`config.mk`:
```
export PLATFORM = sky130hd
export DESIGN_NAME = vid_pix_burst_ctrl
export DESIGN_NICKNAME = d
export VERILOG_FILES = /design/src/rtl/vid_pix_burst_ctrl.sv
export SDC_FILE = /design/constraint.sdc
export NUM_CORES = 1
export LEC_CHECK = 0
export ABC_AREA = 1
export CAP_MARGIN = 10
export CORE_MARGIN = 1
export CORE_UTILIZATION = 43
export CTS_BUF_LIST = sky130_fd_sc_hd__clkbuf_4
export DETAILED_ROUTE_END_ITERATION = 8
export PLACE_DENSITY = 0.79
export SYNTH_ARGS = -nofsm -noshare
export SYNTH_HDL_FRONTEND = slang
export SYNTH_SLANG_ARGS = --single-unit
export TNS_END_PERCENT = 30
```
`constraint.sdc`:
```
create_clock -name clk -period 2.4 [get_ports clk]
set_input_delay 0.36 -clock clk [delete_from_list [all_inputs] [get_ports clk]]
set_output_delay 0.36 -clock clk [all_outputs]
set_load 0.05 [all_outputs]
```
`src/rtl/vid_pix_burst_ctrl.sv`:
```
// vid_pix_burst_ctrl: FIFO read-side burst sequencer with NAK/timeout rewind-and-replay
module vid_pix_burst_ctrl #(
  parameter int BURST_LEN = 16,
  parameter int MAX_RETRY = 3,
  parameter int TIMEOUT   = 255
) (
  input  logic        clk,
  input  logic        rst,
  input  logic        enable,
  input  logic [31:0] f_data,
  output logic        f_ena,
  input  logic        f_aempty,
  input  logic        f_empty,
  output logic [4:0]  f_rwd_words,
  output logic        f_rwd_stb,
  output logic [31:0] o_data,
  output logic        o_valid,
  input  logic        o_ready,
  output logic        o_first,
  output logic        o_last,
  input  logic        bst_ack,
  input  logic        bst_nak,
  output logic [15:0] stat_retries,
  output logic [15:0] stat_drops,
  output logic        err
);
  localparam int RW = $clog2(MAX_RETRY + 2);
  typedef enum logic [1:0] {IDLE, BURST, WAIT_STS, REWIND} state_t;
  state_t      state_q;
  logic [4:0]  cnt_q;
  logic [RW-1:0] retry_q;
  logic [15:0] tmr_q;
  logic [15:0] retries_q;
  logic [15:0] drops_q;
  logic        err_q;
  logic        fail;
  assign o_valid      = (state_q == BURST) && !f_empty;
  assign o_data       = f_data;
  assign f_ena        = o_valid && o_ready;
  assign o_first      = o_valid && (cnt_q == 5'd0);
  assign o_last       = o_valid && (cnt_q == 5'(BURST_LEN - 1));
  assign f_rwd_stb    = (state_q == REWIND);
  assign f_rwd_words  = f_rwd_stb ? 5'(BURST_LEN) : 5'd0;
  assign stat_retries = retries_q;
  assign stat_drops   = drops_q;
  assign err          = err_q;
  // tmr_q == 1 is the last wait cycle; NAK beats a simultaneous ACK
  assign fail = bst_nak || (!bst_ack && (tmr_q == 16'd1));
  always_ff @(posedge clk) begin
    if (rst) begin
      state_q   <= IDLE;
      cnt_q     <= '0;
      retry_q   <= '0;
      tmr_q     <= '0;
      retries_q <= '0;
      drops_q   <= '0;
      err_q     <= 1'b0;
    end else begin
      case (state_q)
        IDLE: if (enable && !f_aempty) begin
          state_q <= BURST;
          cnt_q   <= '0;
          retry_q <= '0;
        end
        BURST: if (f_ena) begin
          cnt_q <= cnt_q + 5'd1;
          if (o_last) begin
            state_q <= WAIT_STS;
            tmr_q   <= 16'(TIMEOUT);
          end
        end
        WAIT_STS: begin
          tmr_q <= tmr_q - 16'd1;
          if (fail && (retry_q < RW'(MAX_RETRY))) state_q <= REWIND;
          else if (fail) begin
            state_q <= IDLE;
            drops_q <= drops_q + {15'd0, drops_q != 16'hffff};
            err_q   <= 1'b1;
          end else if (bst_ack) state_q <= IDLE;
        end
        REWIND: begin
          state_q   <= BURST;
          cnt_q     <= '0;
          retry_q   <= retry_q + RW'(1);
          retries_q <= retries_q + {15'd0, retries_q != 16'hffff};
        end
        default: state_q <= IDLE;
      endcase
    end
  end
endmodule

```
==> out/qor.yml, run 1 <==
cts_root_buf: "clkbuf_4"
grt_pass1_vias: 2992
rsz0062_at_grt: "no"
setup_viol: 0
clk_pin_slew_ns: 0.11
cp.required_ns: 2.04
ys_seq_elements: 59
num_rows: 32
vias: 3168
syn_to_final_growth_pct: 14.5
final_net_count: 582
cts_hold_buf: 0
yosys-top-cells-area: "dfxtp_1, nand2_1, buf_4, nor2_1, inv_1"
hp-start: "err"
io_pins: 115
routed_wl_um: 7450
diodes: 0
n_fill_cell: 785
total_power_mw: 3.18
cts_inserted_buffers: 9
power_leakage_nw: 1.61
tritoncts: "built"
start_util_pct: 44.6
multi_input_area_sq_mm: 0.00178
setup.worst_path.end_class: "output pin"
regArea_sq_mm: 0.00118
drtIter0Drc: 178
final_common_cell: "nand2_1"
drive_gt1_share_pct: 6.57
htree_num_levels: 3
min_path_cells: 1
most-common-layout-cells: "nand2_1, nor2_1, dfxtp_1, inv_1, clkdlybuf4s50_1"
antenna_found_initial: 0
die-area_sq_mm: 0.00842
synth_top_area_cell: "dfxtp_1"
ir_drop_v: 0.000369
dr.pass1.iters: 4
min_period_ns: 2.20
reg2reg_to: "stat_retries[14]"
cts_sinks: 59
skew_ns: 0.0123
setup.worst_path.class: "register to output pin"
outcome: "finished clean"
synth_warnings: 0
wl_per_cell_um: 11.7
async_flop_share_pct: 0
tightest_slew_ns: 0.601
clock_path_buffers: 2
final_core_util_pct: 51.1
grt_max_degree: 30
power.density_mw_per_mm2: 801
tns_ns: 0
max_cap_viol_count: 0
synth_cell_type_count: 30
finalWeightedCongestion: 0.889
fmax_ghz: 0.454
synth_top_area_share_pct: 34.1
hold_class: "register to register"
period_share_pct: 91.8
grt_pass1_wl_um: 12900
holdPathEnd: "err"
rr_worst_depth: 14
netlist_area_sq_mm: 0.00347
r2r_setup_slack_ns: 0.31
synth_cells: 507
relSlewSlack_pct: 59.6
hpwl_um: 5560
overflow: 0
hold_violations: 0
ys.flop_type: "dfxtp_1"
die_y_um: 91.8
synth-edff-count: 0
slew_viol_final: 0
postRouteAntennaNets: 0
avgSynthCellArea_sq_um: 6.84
grt_usage_pct: 18.8
path_max_fanout: 5
arrival_ns: 1.84
viasPerCell: 4.99
drc: 0
r2r_start: "stat_retries[5]"
core_area_sq_mm: 0.00777
start_kind: "register"
insertion_delay_ns: 0.41
io_buffers: 46
yosysSeqAreaShare_pct: 34.1
die_width_um: 91.8
==> per-layer routing <==
| metal | global-route usage, % | up-vias | share of wire (%) |
|---|---|---|---|
| met4 | 9.90 | 0 | 2.2 |
| met1 | 22.1 | 1436 | 45 |
| met5 | 0 | - | 0 |
| met3 | 3.65 | 14 | 4.5 |
| met2 | 32.3 | 76 | 48 |
| li1 | - | 1642 | - |
==> state kept, by name, indices dropped and copies added, names as in the netlist <==
name	cells
tmr_q	16
stat_drops	16
err	1
state_q	2
retry_q	3
cnt_q	5
stat_retries	16
==> Yosys cell counts, types with 2 or more instances <==
| library cell | instances |
|---|---|
| nand2_1 | 114 |
| nor2_1 | 70 |
| dfxtp_1 | 59 |
| inv_1 | 56 |
| a21oi_1 | 38 |
| buf_4 | 38 |
| nand3_1 | 22 |
| o21ai_0 | 20 |
| ha_1 | 14 |
| nor3_1 | 12 |
| nand4_1 | 11 |
| xor2_1 | 11 |
| a31oi_1 | 6 |
| xnor2_1 | 6 |
| a211oi_1 | 4 |
| clkbuf_1 | 4 |
| nand3b_1 | 3 |
| nor2_4 | 3 |
| o21bai_1 | 3 |
| nor4_1 | 2 |
| o21ai_2 | 2 |
==> how the worst max path moves through the flow <==
| stage | startpoint | endpoint | cells after the start |
|---|---|---|---|
| 3_5_place_dp | stat_retries[5] | stat_retries[14] | 13 |
| 6_report | state_q[1] | o_first | 7 |
| 3_3_place_gp | stat_retries[5] | stat_retries[14] | 13 |
| 5_1_grt | state_q[1] | o_first | 7 |
| 4_1_cts | state_q[0] | f_rwd_stb | 2 |
| 2_1_floorplan | stat_drops[8] | stat_drops[10] | 12 |
==> worst max-delay path: stages (launching register included) <==
cell     delay, ns
dfxtp_1       0.35
inv_1         0.10
ha_2          0.26
inv_2         0.09
nor2_4        0.11
inv_1         0.07
nor3_2        0.27
buf_12        0.18
==> stage by stage <==
step	hold slack (ns)	std cells	setup WS, ns	instance area, sq um
6_report	0.491	635	0.196	3970
5_1_grt	0.505	635	0.0313	3970
4_1_cts	0.496	635	0.0142	3960
3_5_place_dp	0.469	619	0.341	3830
3_3_place_gp	0.458	619	0.427	3830
2_1_floorplan	0.448	510	0.116	3480
==> area by class of cell <==
type                       instances  share of cell area [%]
clock inverter                     7                    1.73
sequential                        59                    29.8
tap                              102                    3.21
inverter                          57                    5.39
clock buffer                       9                    1.70
timing repair buffer              51                    13.4
multi-input combinational        350                    44.8
==> repair_timing <==
action | CTS | global route
endpoints found under the setup margin | 0 | 3
endpoints found under the hold margin | 0 | 0
setup buffers | 0 | 0
resized for setup | 0 | 3
==> kinds of logic (layout without fill, tap and decap cells) <==
family,after synthesis,in the layout,share of synthesized area [%]
and+or+nand+nor,241,241,29.7
buffers and inverters,101,124,15.1
AOI/OAI and AO/OA,74,74,11.7
DFF,59,59,34.1
xor gates and xnor gates,17,17,4.30
adders and majority gates,14,14,5.05
other,1,4,0.108
==> power by group <==
part | internal [mW] | switching [mW]
Combinational | 0.418 | 0.831
Sequential | 1.11 | 0.109
Clock | 0.313 | 0.400
Total | 1.84 | 1.34
No activity file was read; power rests on OpenSTA's default activity.
==> inputs of run 2 (changes only) <==
Settings changed: CORE_MARGIN 1 to default, CORE_UTILIZATION 43 to 48, PLACE_DENSITY 0.79 to 0.86, SETUP_SLACK_MARGIN from default to 0.15.
==> out/qor.yml, run 2 (synthesis gave the netlist of run 1 again) <==
dr.pass1.iters: 4
htree_num_levels: 3
setup.worst_path.end_class: "register"
multi_input_area_sq_mm: 0.00179
outcome: "finished clean"
period_share_pct: 89.2
hold_violations: 0
die-area_sq_mm: 0.00756
final_common_cell: "nand2_1"
drive_gt1_share_pct: 6.21
reg2reg_to: "stat_drops[10]"
regArea_sq_mm: 0.00118
final_net_count: 580
hold_class: "register to register"
path_max_fanout: 5
placed_cell_area_sq_mm: 0.00380
relSlewSlack_pct: 60.2
clk_pin_slew_ns: 0.11
drtIter0Drc: 147
finalWeightedCongestion: 0.885
setup.worst_path.class: "register to register"
die_y_um: 87.0
hp-start: "tmr_q[4]"
hpwl_um: 5370
die_width_um: 87.0
total_power_mw: 3.42
cts_root_buf: "clkbuf_4"
arrival_ns: 2.49
r2r_setup_slack_ns: 0.26
routed_wl_um: 7290
tritoncts: "built"
core_area_sq_mm: 0.00687
fmax_ghz: 0.467
crit_end: "stat_drops[10]"
num_rows: 30
power_leakage_nw: 1.61
power.density_mw_per_mm2: 853
start_kind: "register"
max_cap_viol_count: 0
min_period_ns: 2.14
hold_ws_ns: 0.487
skew_ns: 0.0170
cp.required_ns: 2.75
final_core_util_pct: 58.4
insertion_delay_ns: 0.41
io_pins: 115
cts_hold_buf: 0
slew_viol_final: 0
tightest_slew_ns: 0.592
syn_to_final_growth_pct: 15.7
ir_drop_v: 0.000459
grt_pass1_wl_um: 12000
drc: 0
vias: 3233
grt_usage_pct: 20.1
crit_start: "stat_drops[8]"
cts_sinks: 59
most-common-layout-cells: "nand2_1, nor2_1, dfxtp_1, inv_1, clkdlybuf4s50_1"
setup_viol: 0
wl_per_cell_um: 11.6
grt_pass1_vias: 2902
overflow: 0
io_buffers: 46
r2r_start: "stat_drops[8]"
antenna_found_initial: 0
grt_max_degree: 30
cts_setup_buffers: 0
final_area_sq_mm: 0.00401
postRouteAntennaNets: 0
diodes: 0
start_util_pct: 50.5
viasPerCell: 5.16
n_fill_cell: 649
tns_ns: 0
cts_inserted_buffers: 9
clock_path_buffers: 2
rsz0062_at_grt: "yes"
rr_worst_depth: 12
-- run 2: changes by cell type in the layout (fill, tap and decap cells not counted) --
cell,previous run,this run
clkinv_2,3,0
buf_4,6,4
ha_4,0,1
clkinvlp_4,2,1
inv_6,0,2
dlymetal6s2s_1,2,1
dlygate4sd2_1,0,1
ha_2,1,0
bufinv_16,1,3
-- run 2: timing repair --
item                                    4_1_cts  5_1_grt
endpoints found under the setup margin        3        9
pin swaps                                     0        0
gates resized for setup                       1        3
-- run 2: where the power goes --
part	total [mW]	switching, mW	internal [mW]
Sequential	1.22	0.111	1.11
Clock	0.940	0.404	0.536
Combinational	1.26	0.836	0.425
Total	3.42	1.35	2.07
-- run 2: area by class of cell --
| class | instances | share of cell area [%] |
|---|---|---|
| multi-input combinational | 350 | 44.7 |
| sequential | 59 | 29.5 |
| timing repair buffer | 49 | 12.8 |
| inverter | 57 | 5.34 |
| clock inverter | 7 | 3.09 |
| tap | 96 | 3.00 |
| clock buffer | 9 | 1.69 |
-- run 2: routing by layer --
| metal | vias to the layer above | global-route usage [%] | wire length, um |
|---|---|---|---|
| li1 | 1636 | - | - |
| met1 | 1488 | 22.7 | 3170 |
| met2 | 90 | 35.4 | 3540 |
| met3 | 19 | 4.83 | 434 |
| met4 | 0 | 10.2 | 147 |
| met5 | - | 0 | 0 |
-- run 2: critical path, stage by stage, from the launching register on --
cell     delay (ns)
dfxtp_1        0.44
nand2_1        0.12
nor4_1         0.31
nand3_1        0.12
ha_1           0.23
ha_1           0.21
inv_1          0.07
nor2_1         0.07
nand2_1        0.11
nor2_1         0.06
xor2_1         0.14
nand2_1        0.07
a21oi_1        0.14
-- run 2: how the worst min path moves through the flow --
stage,endpoint,slack [ns],cells after the start
floorplan,retry_q[0],0.45,1
global placement,err,0.45,1
detailed placement,retry_q[0],0.47,1
CTS,tmr_q[4],0.49,2
global route,err,0.53,1
finish,tmr_q[4],0.49,2
-- run 2: stage by stage --
stage / instances / setup slack (ns)
5_1_grt: 627 / 0.0654
4_1_cts: 627 / 0.0202
2_1_floorplan: 510 / 0.116
6_report: 627 / 0.260
3_3_place_gp: 611 / 0.412
3_5_place_dp: 611 / 0.320
==> inputs of run 3 (changes only) <==
Settings changed: SETUP_SLACK_MARGIN 0.15 to default.
==> out/qor.yml, run 3 (synthesis gave the netlist of run 1 again) <==
r2r_start: "stat_drops[8]"
skew_ns: 0.0170
rsz0062_at_grt: "no"
drive_gt1_share_pct: 6.03
regArea_sq_mm: 0.00118
outcome: "finished clean"
ir_drop_v: 0.000463
arrival_ns: 1.89
min_period_ns: 2.25
postRouteAntennaNets: 0
fmax_ghz: 0.445
grt_pass1_wl_um: 12000
insertion_delay_ns: 0.41
holdPathEnd: "tmr_q[4]"
max_cap_viol_count: 0
path_max_fanout: 5
tightest_slew_ns: 0.602
clock_path_buffers: 2
grt_pass1_vias: 2902
final_core_util_pct: 58.2
cts_root_buf: "clkbuf_4"
final_common_cell: "nand2_1"
slew_viol_final: 0
min_path_cells: 2
layout.cells.non_filler: 627
crit_start: "state_q[1]"
drtIter0Drc: 155
core_area_sq_mm: 0.00687
power.density_mw_per_mm2: 850
die_y_um: 87.0
final_net_count: 580
hold_class: "register to register"
total_power_mw: 3.40
cp.required_ns: 2.04
setup.worst_path.class: "register to output pin"
cp_cell_sequence: "inv_1 > ha_1 > inv_2 > nor2_4 > inv_1 > nor3_2 > buf_12"
placed_cell_area_sq_mm: 0.00380
num_rows: 30
r2r_setup_slack_ns: 0.26
n_fill_cell: 654
tns_ns: 0
antenna_found_initial: 0
start_util_pct: 50.5
setup_viol: 0
grt_usage_pct: 20.1
clk_pin_slew_ns: 0.10
multi_input_area_sq_mm: 0.00178
start_kind: "register"
rr_worst_depth: 12
cts_inserted_buffers: 9
grt_max_degree: 30
setup.worst_path.end_class: "output pin"
crit_path_frequent_cell: "inv_1"
most-common-layout-cells: "nand2_1, nor2_1, dfxtp_1, inv_1, clkdlybuf4s50_1"
final_area_sq_mm: 0.00400
vias: 3210
diodes: 0
crit_slowest_cell: "dfxtp_1"
htree_num_levels: 3
io_pins: 115
die-area_sq_mm: 0.00756
hold_violations: 0
overflow: 0
cts_sinks: 59
hp-start: "tmr_q[4]"
power_leakage_nw: 1.63
io_buffers: 46
wl_per_cell_um: 11.6
layout_setup_ws_ns: 0.152
place_inst: 611
cts_hold_buf: 0
routed_wl_um: 7260
finalWeightedCongestion: 0.885
die_width_um: 87.0
viasPerCell: 5.12
drc: 0
period_share_pct: 93.7
cpPeakStageDelay_ns: 0.34
relSlewSlack_pct: 59.5
tritoncts: "built"
reg2reg_to: "stat_drops[10]"
hpwl_um: 5370
dp_slack_ns: 0.320
dr.pass1.iters: 4
hold_ws_ns: 0.490
syn_to_final_growth_pct: 15.4
-- run 3: cell types whose count changed in the layout (fill, tap and decap cells not counted) --
cell            delta
dlygate4sd2_1      -1
dlymetal6s2s_1     +1
ha_1               +1
ha_4               -1
-- run 3: worst max path at each step --
stage / end / slack, ns / cells past startpoint
4_1_cts: f_rwd_words[4] / 0.01 / 2
6_report: o_first / 0.15 / 7
3_3_place_gp: stat_drops[10] / 0.41 / 12
2_1_floorplan: stat_drops[10] / 0.12 / 12
3_5_place_dp: stat_drops[10] / 0.32 / 12
5_1_grt: o_first / 0.05 / 7
-- run 3: timing repair --
item	in CTS	in global routing
endpoints found under the setup margin	0	2
setup buffers	0	0
resized for setup	0	2
-- run 3: final cells by class --
class,instances,share of cell area (%)
timing repair buffer,49,12.9
multi-input combinational,350,44.4
inverter,57,5.35
tap,96,3.00
clock buffer,9,1.69
clock inverter,7,3.10
sequential,59,29.5
-- run 3: where the power goes --
group          leakage [nW]  internal [mW]  switching, mW  total, mW
sequential            0.477           1.11          0.107       1.22
clock                0.0971          0.536          0.404      0.939
combinational          1.05          0.416          0.831       1.25
-- run 3: layer usage --
layer	part of all wire (%)	GRT usage [%]	up-vias
met4	1.6	10.2	0
met2	48	35.4	65
met1	45	22.7	1497
met5	0	0	-
met3	4.9	4.83	15
li1	-	-	1633
-- run 3: critical path: cells and delay by family, from the launching register on --
| kind | cells | cell delay, ns |
|---|---|---|
| adders and majority gates | 1 | 0.32 |
| DFF | 1 | 0.34 |
| and+or+nand+nor | 2 | 0.35 |
| buffers and inverters | 4 | 0.46 |
